===== src/rtl/tsc_rx.sv =====
// ---------------------------------------------------------------------------
// tsc_rx - host-side receiver for the transient-signal-capture serial dump.
//
// Requests a buffer dump from the capture block with a one-cycle SBF pulse,
// then deserialises the returned 8N1 byte frames arriving on SD into a local
// sample memory that the host can read at any time.
//
// Ports
//   clk         system clock, rising edge
//   reset       synchronous active-high reset
//   dump        host request pulse, accepted only when idle
//   SBF         send-buffer request pulse toward the capture block
//   SD          serial data from the capture block, idles high
//   rd_addr     host read address
//   rd_data     mem[rd_addr], one-cycle registered read
//   byte_count  bytes stored in the current/last dump
//   busy        dump in progress
//   done        one-cycle pulse at the end of a dump (normal or timeout)
//   frame_err   sticky, a stop bit was sampled low during this dump
//   timeout     sticky, this dump was aborted waiting for a start bit
// ---------------------------------------------------------------------------
// state      | meaning
// S_IDLE     | waiting for a host dump request
// S_REQ      | driving the SBF pulse
// S_WAIT     | line idle, looking for a start bit, timeout counter running
// S_START    | waiting until mid start bit to confirm it is not a glitch
// S_DATA     | sampling 8 data bits, LSB first, one per bit period
// S_STOP     | sampling the stop bit, storing or discarding the byte
// S_DONE     | done pulse, then back to idle
// ---------------------------------------------------------------------------
module tsc_rx #(
   parameter int CLKS_PER_BIT = 8,
   parameter int DEPTH        = 32,
   parameter int TIMEOUT      = 4096,
   localparam int AW          = $clog2(DEPTH)
) (
   input  logic          clk,
   input  logic          reset,
   input  logic          dump,
   output logic          SBF,
   input  logic          SD,
   input  logic [AW-1:0] rd_addr,
   output logic [7:0]    rd_data,
   output logic [AW:0]   byte_count,
   output logic          busy,
   output logic          done,
   output logic          frame_err,
   output logic          timeout
);

   localparam int BW = $clog2(CLKS_PER_BIT);
   localparam int TW = $clog2(TIMEOUT);

   localparam logic [BW-1:0] BAUD_HALF = BW'(CLKS_PER_BIT / 2 - 1);
   localparam logic [BW-1:0] BAUD_FULL = BW'(CLKS_PER_BIT - 1);
   localparam logic [TW-1:0] TMO_LAST  = TW'(TIMEOUT - 1);
   localparam logic [AW:0]   CNT_FULL  = (AW + 1)'(DEPTH);

   localparam logic [2:0] S_IDLE  = 3'd0;
   localparam logic [2:0] S_REQ   = 3'd1;
   localparam logic [2:0] S_WAIT  = 3'd2;
   localparam logic [2:0] S_START = 3'd3;
   localparam logic [2:0] S_DATA  = 3'd4;
   localparam logic [2:0] S_STOP  = 3'd5;
   localparam logic [2:0] S_DONE  = 3'd6;

   logic [2:0]    state_q, state_d;
   logic          sd_meta_q, sd_sync_q;
   logic [BW-1:0] baud_q, baud_d;
   logic [2:0]    bit_q, bit_d;
   logic [7:0]    shift_q, shift_d;
   logic [TW-1:0] tmo_q, tmo_d;
   logic [AW:0]   cnt_q, cnt_d;
   logic [AW:0]   cnt_inc;
   logic          ferr_q, ferr_d;
   logic          tmo_flag_q, tmo_flag_d;
   logic          mem_we;
   logic [7:0]    rd_data_q;
   logic [7:0]    mem [DEPTH];

   assign cnt_inc = cnt_q + 1'b1;

   always_comb begin
      state_d    = state_q;
      baud_d     = baud_q;
      bit_d      = bit_q;
      shift_d    = shift_q;
      tmo_d      = tmo_q;
      cnt_d      = cnt_q;
      ferr_d     = ferr_q;
      tmo_flag_d = tmo_flag_q;
      mem_we     = 1'b0;
      case (state_q)
         S_IDLE: begin
            if (dump) begin
               state_d    = S_REQ;
               cnt_d      = '0;
               ferr_d     = 1'b0;
               tmo_flag_d = 1'b0;
            end
         end
         S_REQ: begin
            state_d = S_WAIT;
            tmo_d   = '0;
         end
         S_WAIT: begin
            if (!sd_sync_q) begin
               state_d = S_START;
               baud_d  = BAUD_HALF;
            end else if (tmo_q == TMO_LAST) begin
               tmo_flag_d = 1'b1;
               state_d    = S_DONE;
            end else begin
               tmo_d = tmo_q + 1'b1;
            end
         end
         S_START: begin
            if (baud_q != '0) begin
               baud_d = baud_q - 1'b1;
            end else if (!sd_sync_q) begin
               state_d = S_DATA;
               baud_d  = BAUD_FULL;
               bit_d   = 3'd0;
            end else begin
               // Start bit vanished before mid-bit: treat as a glitch and keep
               // the idle timeout running from where it was.
               state_d = S_WAIT;
            end
         end
         S_DATA: begin
            if (baud_q != '0) begin
               baud_d = baud_q - 1'b1;
            end else begin
               shift_d = {sd_sync_q, shift_q[7:1]};
               baud_d  = BAUD_FULL;
               bit_d   = bit_q + 1'b1;
               if (bit_q == 3'd7) begin
                  state_d = S_STOP;
               end
            end
         end
         S_STOP: begin
            if (baud_q != '0) begin
               baud_d = baud_q - 1'b1;
            end else begin
               tmo_d = '0;
               // cnt_q is always below DEPTH here: reaching DEPTH exits to
               // S_DONE, so the count saturates without wrapping.
               if (sd_sync_q) begin
                  mem_we  = 1'b1;
                  cnt_d   = cnt_inc;
                  state_d = (cnt_inc == CNT_FULL) ? S_DONE : S_WAIT;
               end else begin
                  ferr_d  = 1'b1;
                  state_d = (cnt_q == CNT_FULL) ? S_DONE : S_WAIT;
               end
            end
         end
         S_DONE: begin
            state_d = S_IDLE;
         end
         default: begin
            state_d = S_IDLE;
         end
      endcase
   end

   always_ff @(posedge clk) begin
      if (reset) begin
         state_q    <= S_IDLE;
         sd_meta_q  <= 1'b1;
         sd_sync_q  <= 1'b1;
         baud_q     <= '0;
         bit_q      <= '0;
         shift_q    <= '0;
         tmo_q      <= '0;
         cnt_q      <= '0;
         ferr_q     <= 1'b0;
         tmo_flag_q <= 1'b0;
         rd_data_q  <= '0;
      end else begin
         state_q    <= state_d;
         sd_meta_q  <= SD;
         sd_sync_q  <= sd_meta_q;
         baud_q     <= baud_d;
         bit_q      <= bit_d;
         shift_q    <= shift_d;
         tmo_q      <= tmo_d;
         cnt_q      <= cnt_d;
         ferr_q     <= ferr_d;
         tmo_flag_q <= tmo_flag_d;
         rd_data_q  <= mem[rd_addr];
      end
   end

   // Memory is deliberately not reset; a reset in the stop-bit sample cycle
   // must not commit the byte.
   always_ff @(posedge clk) begin
      if (mem_we && !reset) begin
         mem[cnt_q[AW-1:0]] <= shift_d;
      end
   end

   assign SBF        = (state_q == S_REQ);
   assign busy       = (state_q != S_IDLE) && (state_q != S_DONE);
   assign done       = (state_q == S_DONE);
   assign rd_data    = rd_data_q;
   assign byte_count = cnt_q;
   assign frame_err  = ferr_q;
   assign timeout    = tmo_flag_q;

endmodule


===== config.mk =====
export PLATFORM = sky130hd
export DESIGN_NAME = tsc_rx
export DESIGN_NICKNAME = d
export VERILOG_FILES = /design/src/rtl/tsc_rx.sv
export SDC_FILE = /design/constraint.sdc
export NUM_CORES = 1
export LEC_CHECK = 0
export ABC_AREA = 0
export BUFFER_PORTS_ARGS = -buffer_cell sky130_fd_sc_hd__buf_2
export CORE_MARGIN = 1.5
export CORE_UTILIZATION = 60
export DETAILED_ROUTE_END_ITERATION = 6
export GPL_ROUTABILITY_DRIVEN = 1
export PLACE_DENSITY = 0.86
export SYNTH_ARGS = -nofsm -noshare
export SYNTH_HDL_FRONTEND = slang
export SYNTH_SLANG_ARGS = --single-unit

===== constraint.sdc =====
create_clock -name clk -period 6.6 [get_ports clk]
set_input_delay 0.66 -clock clk [delete_from_list [all_inputs] [get_ports clk]]
set_output_delay 0.66 -clock clk [all_outputs]
set_load 0.05 [all_outputs]

# Yosys cells after proc, flatten, opt, wreduce, memory -nomap -nowiden
# Memory sizes are Yosys's and may differ from the RTL's. A register that Yosys moved wholly into a read port is not among the register bits.
# Cells that the tools add are included.
dict set report op_classes {
  add_sub_neg 4
  eq_ne 26
  n_mux 44
  reduce_logical 18
}
# op n
set ops {}
lappend ops {{3-bit two-way mux} 19}
lappend ops {{12-bit two-way mux} 3}
lappend ops {{12-bit case mux with 3 select lines} 1}
lappend ops {{2-bit != test, second input constant} 13}
lappend ops {{4-bit AND reduction} 6}
lappend ops {{6-bit two-way mux} 3}
lappend ops {{3-bit case mux with 6 select lines} 1}
lappend ops {{8-bit two-way mux} 2}
lappend ops {{12-bit by 1-bit adder with 12-bit output, second input constant} 1}
lappend ops {{12-bit equality test, second input constant} 1}
lappend ops {{3-bit equality test, second input constant} 4}
lappend ops {{6-bit equality test, second input constant} 2}
lappend ops {{3-bit case mux with 4 select lines} 1}
lappend ops {{6-bit case mux with 2 select lines} 1}
lappend ops {{1-bit two-way mux} 10}
lappend ops {{3-bit != test, second input constant} 3}
lappend ops {{3-bit nonzero test} 3}
lappend ops {{6-bit by 1-bit adder with 6-bit output, second input constant} 1}
lappend ops {{3-bit by 2-bit equality test with 1-bit output, second input constant} 2}
lappend ops {{3-bit case mux with 2 select lines} 1}
lappend ops {{6-bit AND reduction} 1}
lappend ops {{2-bit nonzero test} 3}
lappend ops {{1-bit case mux with 2 select lines} 2}
lappend ops {{4-bit nonzero test} 1}
lappend ops {{other kinds (6)} 7}
dict set report totals {
  reg_bits 39
  ram_bits 256
  wordCells 103
  n_memories 1
}
# memory depth word_bits read_ports rd_clocked_by_memory_dff wr line_no
set mem_list {}
lappend mem_list {mem 32 8 1 1 1 79} ;# logic [7:0] mem [DEPTH];

# Longest topological paths before layout
dict set report logic_depth {
  ltp_word 6
  depth_mapped 9
  depth_no_buf 7
}

# Worst setup path before layout
# OpenSTA, ideal clock, no wires.
dict set report synth_path {
  path_type {reg2reg}
  startpoint {register state_q[1]}
  endpoint {register tmo_q[0]}
  setup_time_ps 71
  arrival_time_ps 2575
  required_ps 6529
  path_slack_ps 3954
  path_stages_with_launch 8
  n_path_buf 2
  synth_period_minus_slack_ps 2646
  cell_sequence {dfxtp_1 > buf_2 > nor3b_1 > a211o_1 > buf_6 > o211ai_2 > or2_2 > a21oi_1}
}
dict set report synth_via {
  elab_chain_len 3
}
# item line_no
set synth_rtl {}
lappend synth_rtl {{start, declared} 67} ;# logic [2:0] state_q, state_d;
lappend synth_rtl {{start signal, assigned} 182} ;# state_q <= state_d;
lappend synth_rtl {{3-bit by 1-bit equality test with 1-bit output (*)} -}
lappend synth_rtl {{via SBF} 40} ;# output logic SBF,
lappend synth_rtl {{3-bit nonzero test (no source line)} -}
lappend synth_rtl {{4-bit AND reduction (no source line)} -}
lappend synth_rtl {{end signal, assigned} 188} ;# tmo_q <= tmo_d;
lappend synth_rtl {{end, declared} 72} ;# logic [TW-1:0] tmo_q, tmo_d;
# Mark *: on every way through the listed nets, which the timed path passes. The rest lies on a longest branch.
# A chain may end at the register's enable or synchronous reset.

# Final worst setup path
dict set report layout_path {
  startpoint {register baud_q[0]}
  endpoint {memory mem[1][3], enable pin}
}
dict set report layout_via {
  elab_chain_len 6
}
# item line_no
set layout_rtl {}
lappend layout_rtl {{start, declared} 69} ;# logic [BW-1:0] baud_q, baud_d;
lappend layout_rtl {{start signal, assigned} 185} ;# baud_q <= baud_d;
lappend layout_rtl {{3-bit nonzero test} 143} ;# if (baud_q != '0) begin
lappend layout_rtl {{1-bit two-way mux} 143}
lappend layout_rtl {{1-bit two-way mux} 93} ;# case (state_q)
lappend layout_rtl {{1-bit logical AND} 199} ;# if (mem_we && !reset) begin
lappend layout_rtl {{1-bit two-way mux} 199}
lappend layout_rtl {{1-bit two-way mux (implied by the code)} 200} ;# mem[cnt_q[AW-1:0]] <= shift_d;
lappend layout_rtl {{end, declared} 79}
# Every way passes these cells.

==> metrics.txt <==
main combinational cell family by area after synthesis=multiplexers; IO Pins=28; setup bufs post-CTS=0; 1st-pass router iterations=6; total gr overflow=0; ANT nets after route=0; crit path launch=baud_q[0]; #FFs+latches synth=303; slew at the pin closest to its max-slew limit=1.091 ns; Yosys top cell area share=0.6283; Sink Count=303; Port Buffers=27; asr flop ratio synth=0; CTS resizes=0; most common cell after layout, fill and taps aside=edfxtp_1; nature of the critical path endpoint=flip-flop; Hold Fails Final Rpt=0; Mapped Cells=703; CP Launch Type=flip-flop; Layout Skew=0.02475 ns; core footprint=0.02010 mm^2; largest net degree at the start of global routing=57; CP required=6.79 ns; Register-to-Register Setup Slack=3.55 ns; CTS HTree Levels=1; Synth Area in Compound Gates=0.04919; Initial Util=0.6086; outcome=completed; Clock Tree Root=clkbuf_16; GRT Overall Usage=0.2459; drt wl/cell=25.09 um; relative slew slack=0.2730; period utilization=0.4627; simple-gate area share of the yosys netlist=0.06892; post-synth top area cell=edfxtp_1; Power Total=4252 uW; Die Y=145.8 um; Reg clk slew, reported paths=0.06 ns; Worst Hold Path EP=sd_meta_q; r2r startpoint=baud_q[0]; Period minus WS final=3.054 ns; CTS Hold Bufs=0; gpl congestion=0.8819; synth warn=0; first-pass GRT wire length=39.11 mm; TritonCTS clock tree=done; kind of critical path=reg -> reg; Min-Delay Path Depth=2; # nets final=746; Peak VDD IR=0.0003144 V; synthesized area=0.01224 mm^2; vias in the first global route=6472; max cap viols=0; reg-to-reg endpoint=mem[1][3]; setup_tns=0 ns; EDFF count, synth=256; Die W=145.8 um; antenna violations before repair=0; via count=6612; syn avg cell area=17.40 um^2; Unique masters post-synth=64; # DRC=0; XOR/XNOR Fraction of Synth Area=0.007874; syn_nets=722; fillcell total=1259; mux contribution to synthesized area=0.1383; Iteration-0 DRC Markers=743; final WL=25.62 mm; Die Area=0.02126 mm^2; worst reg2reg path depth=7; worst hold path type=in -> reg; clock tree buffer depth=3; DP HPWL=15.32 mm; RSZ-0062 raised after global routing=no; top cells by area, synth=edfxtp_1, mux4_2, dfxtp_1; Worst Path Arrival=3.24 ns; Area Overhead vs Synth=10.46%; CTS buffer count=30; FMAX=327.5 MHz; CP max FO=9; LEAKAGE=0.004369 uW; Clock Latency Late Sink=0.56 ns; Seq/Total Area, Yosys=0.7052; # setup viols final=0; Primary FF master, synth=edfxtp_1; Power per Cell Area=314.6 mW/mm^2; share of cells above drive strength 1=0.2157; Slew Limit Fails=0; hold path startpoint=SD; n_diodes=0; Post-Synth Adder-Cell Area=0.01023; vias per cell=6.476; most frequent cells in the layout=edfxtp_1, nor2_1, mux4_2; FP Rows=52
==> report_power, final <==
| part | internal [uW] | switching, uW |
|---|---|---|
| Sequential | 2090 | 45.6 |
| Clock | 1020 | 680 |
| Combinational | 133 | 280 |
| Total | 3250 | 1010 |
==> cell usage after synthesis (all sizes together) (2+ instances only) <==
master and instances:
edfxtp 256, nor2 70, mux4 64, dfxtp 47, buf 23, o21ai 17, mux2i 16, nand2 15
clkbuf 14, nor2b 13, a21oi 11, ha 10, a211o 9, nand3 9, o22a 9, xor2 9
a221oi 8, inv 8, mux2 8, nor3 8, nand4 7, a22oi 6, and3 6, nand3b 6
o211ai 6, or2 6, nand2b 5, or3 4, a311oi 3, a211oi 2, a21o 2, nor3b 2
nor4 2, o22ai 2, or3b 2, or4 2, xnor2 2
==> metal layers <==
metal  part of all wire  global-route usage  vias to the layer above
li1                   -                   -                     2866
met4              0.024             0.06429                        0
met2               0.50              0.4069                      334
met5                  0                   0                        -
met1               0.40              0.3457                     3364
met3              0.077             0.04075                       48
==> worst max-delay path: stages, from the launching register on <==
cell	delay, ns
dfxtp_1	0.32
inv_1	0.07
ha_1	0.17
nor2b_1	0.50
nand4_1	0.24
nor2_1	0.27
nand2_1	0.37
nor2_1	0.74
==> sequential cells by signal, summed over array words and instances, names as in the netlist <==
signal and cells:
byte_count 6, timeout 1, rd_data 8, tmo_q 12, state_q 3, mem 256, shift_q 8, frame_err 1
sd_sync_q 1, bit_q 3, baud_q 3, sd_meta_q 1
==> worst max-delay path by stage <==
stage / to
2_1_floorplan: tmo_q[0]
6_report: mem[1][3]
3_5_place_dp: rd_data[4]
3_3_place_gp: rd_data[5]
5_1_grt: mem[16][2]
4_1_cts: mem[31][3]
==> kinds of logic (layout without fill, tap and decap cells) <==
family	count (synthesis)	after routing
xor+xnor	11	11
buf+inv	45	93
flops	303	303
fa+ha+maj	10	10
compound gates	83	83
simple gates	163	163
mux	88	88
==> final cells by class <==
class                      count  area, um^2  area share
tap                          270       337.8     0.02500
clock inverter                11       141.4     0.01046
multi-input combinational    355        3358      0.2485
inverter                       8       30.03    0.002222
timing repair buffer          29       152.6     0.01129
sequential                   303        8628      0.6384
clock buffer                  45       867.1     0.06415
==> per-stage QoR <==
stage                     hold WS (ns)  cell area (um^2)  instances  setup slack [ns]  utilization
final                           0.3116             13520       1021             3.546       0.6723
after global routing            0.3039             13520       1021             3.407       0.6723
after CTS                       0.3006             13520       1021             3.589       0.6723
after detailed placement        0.4047             12510        965             3.588       0.6221
after global placement          0.4004             12510        965             3.695       0.6221
after floorplan                 0.3895             12240        703             3.954            -
Note: power is estimated with default switching activity, not from simulation.
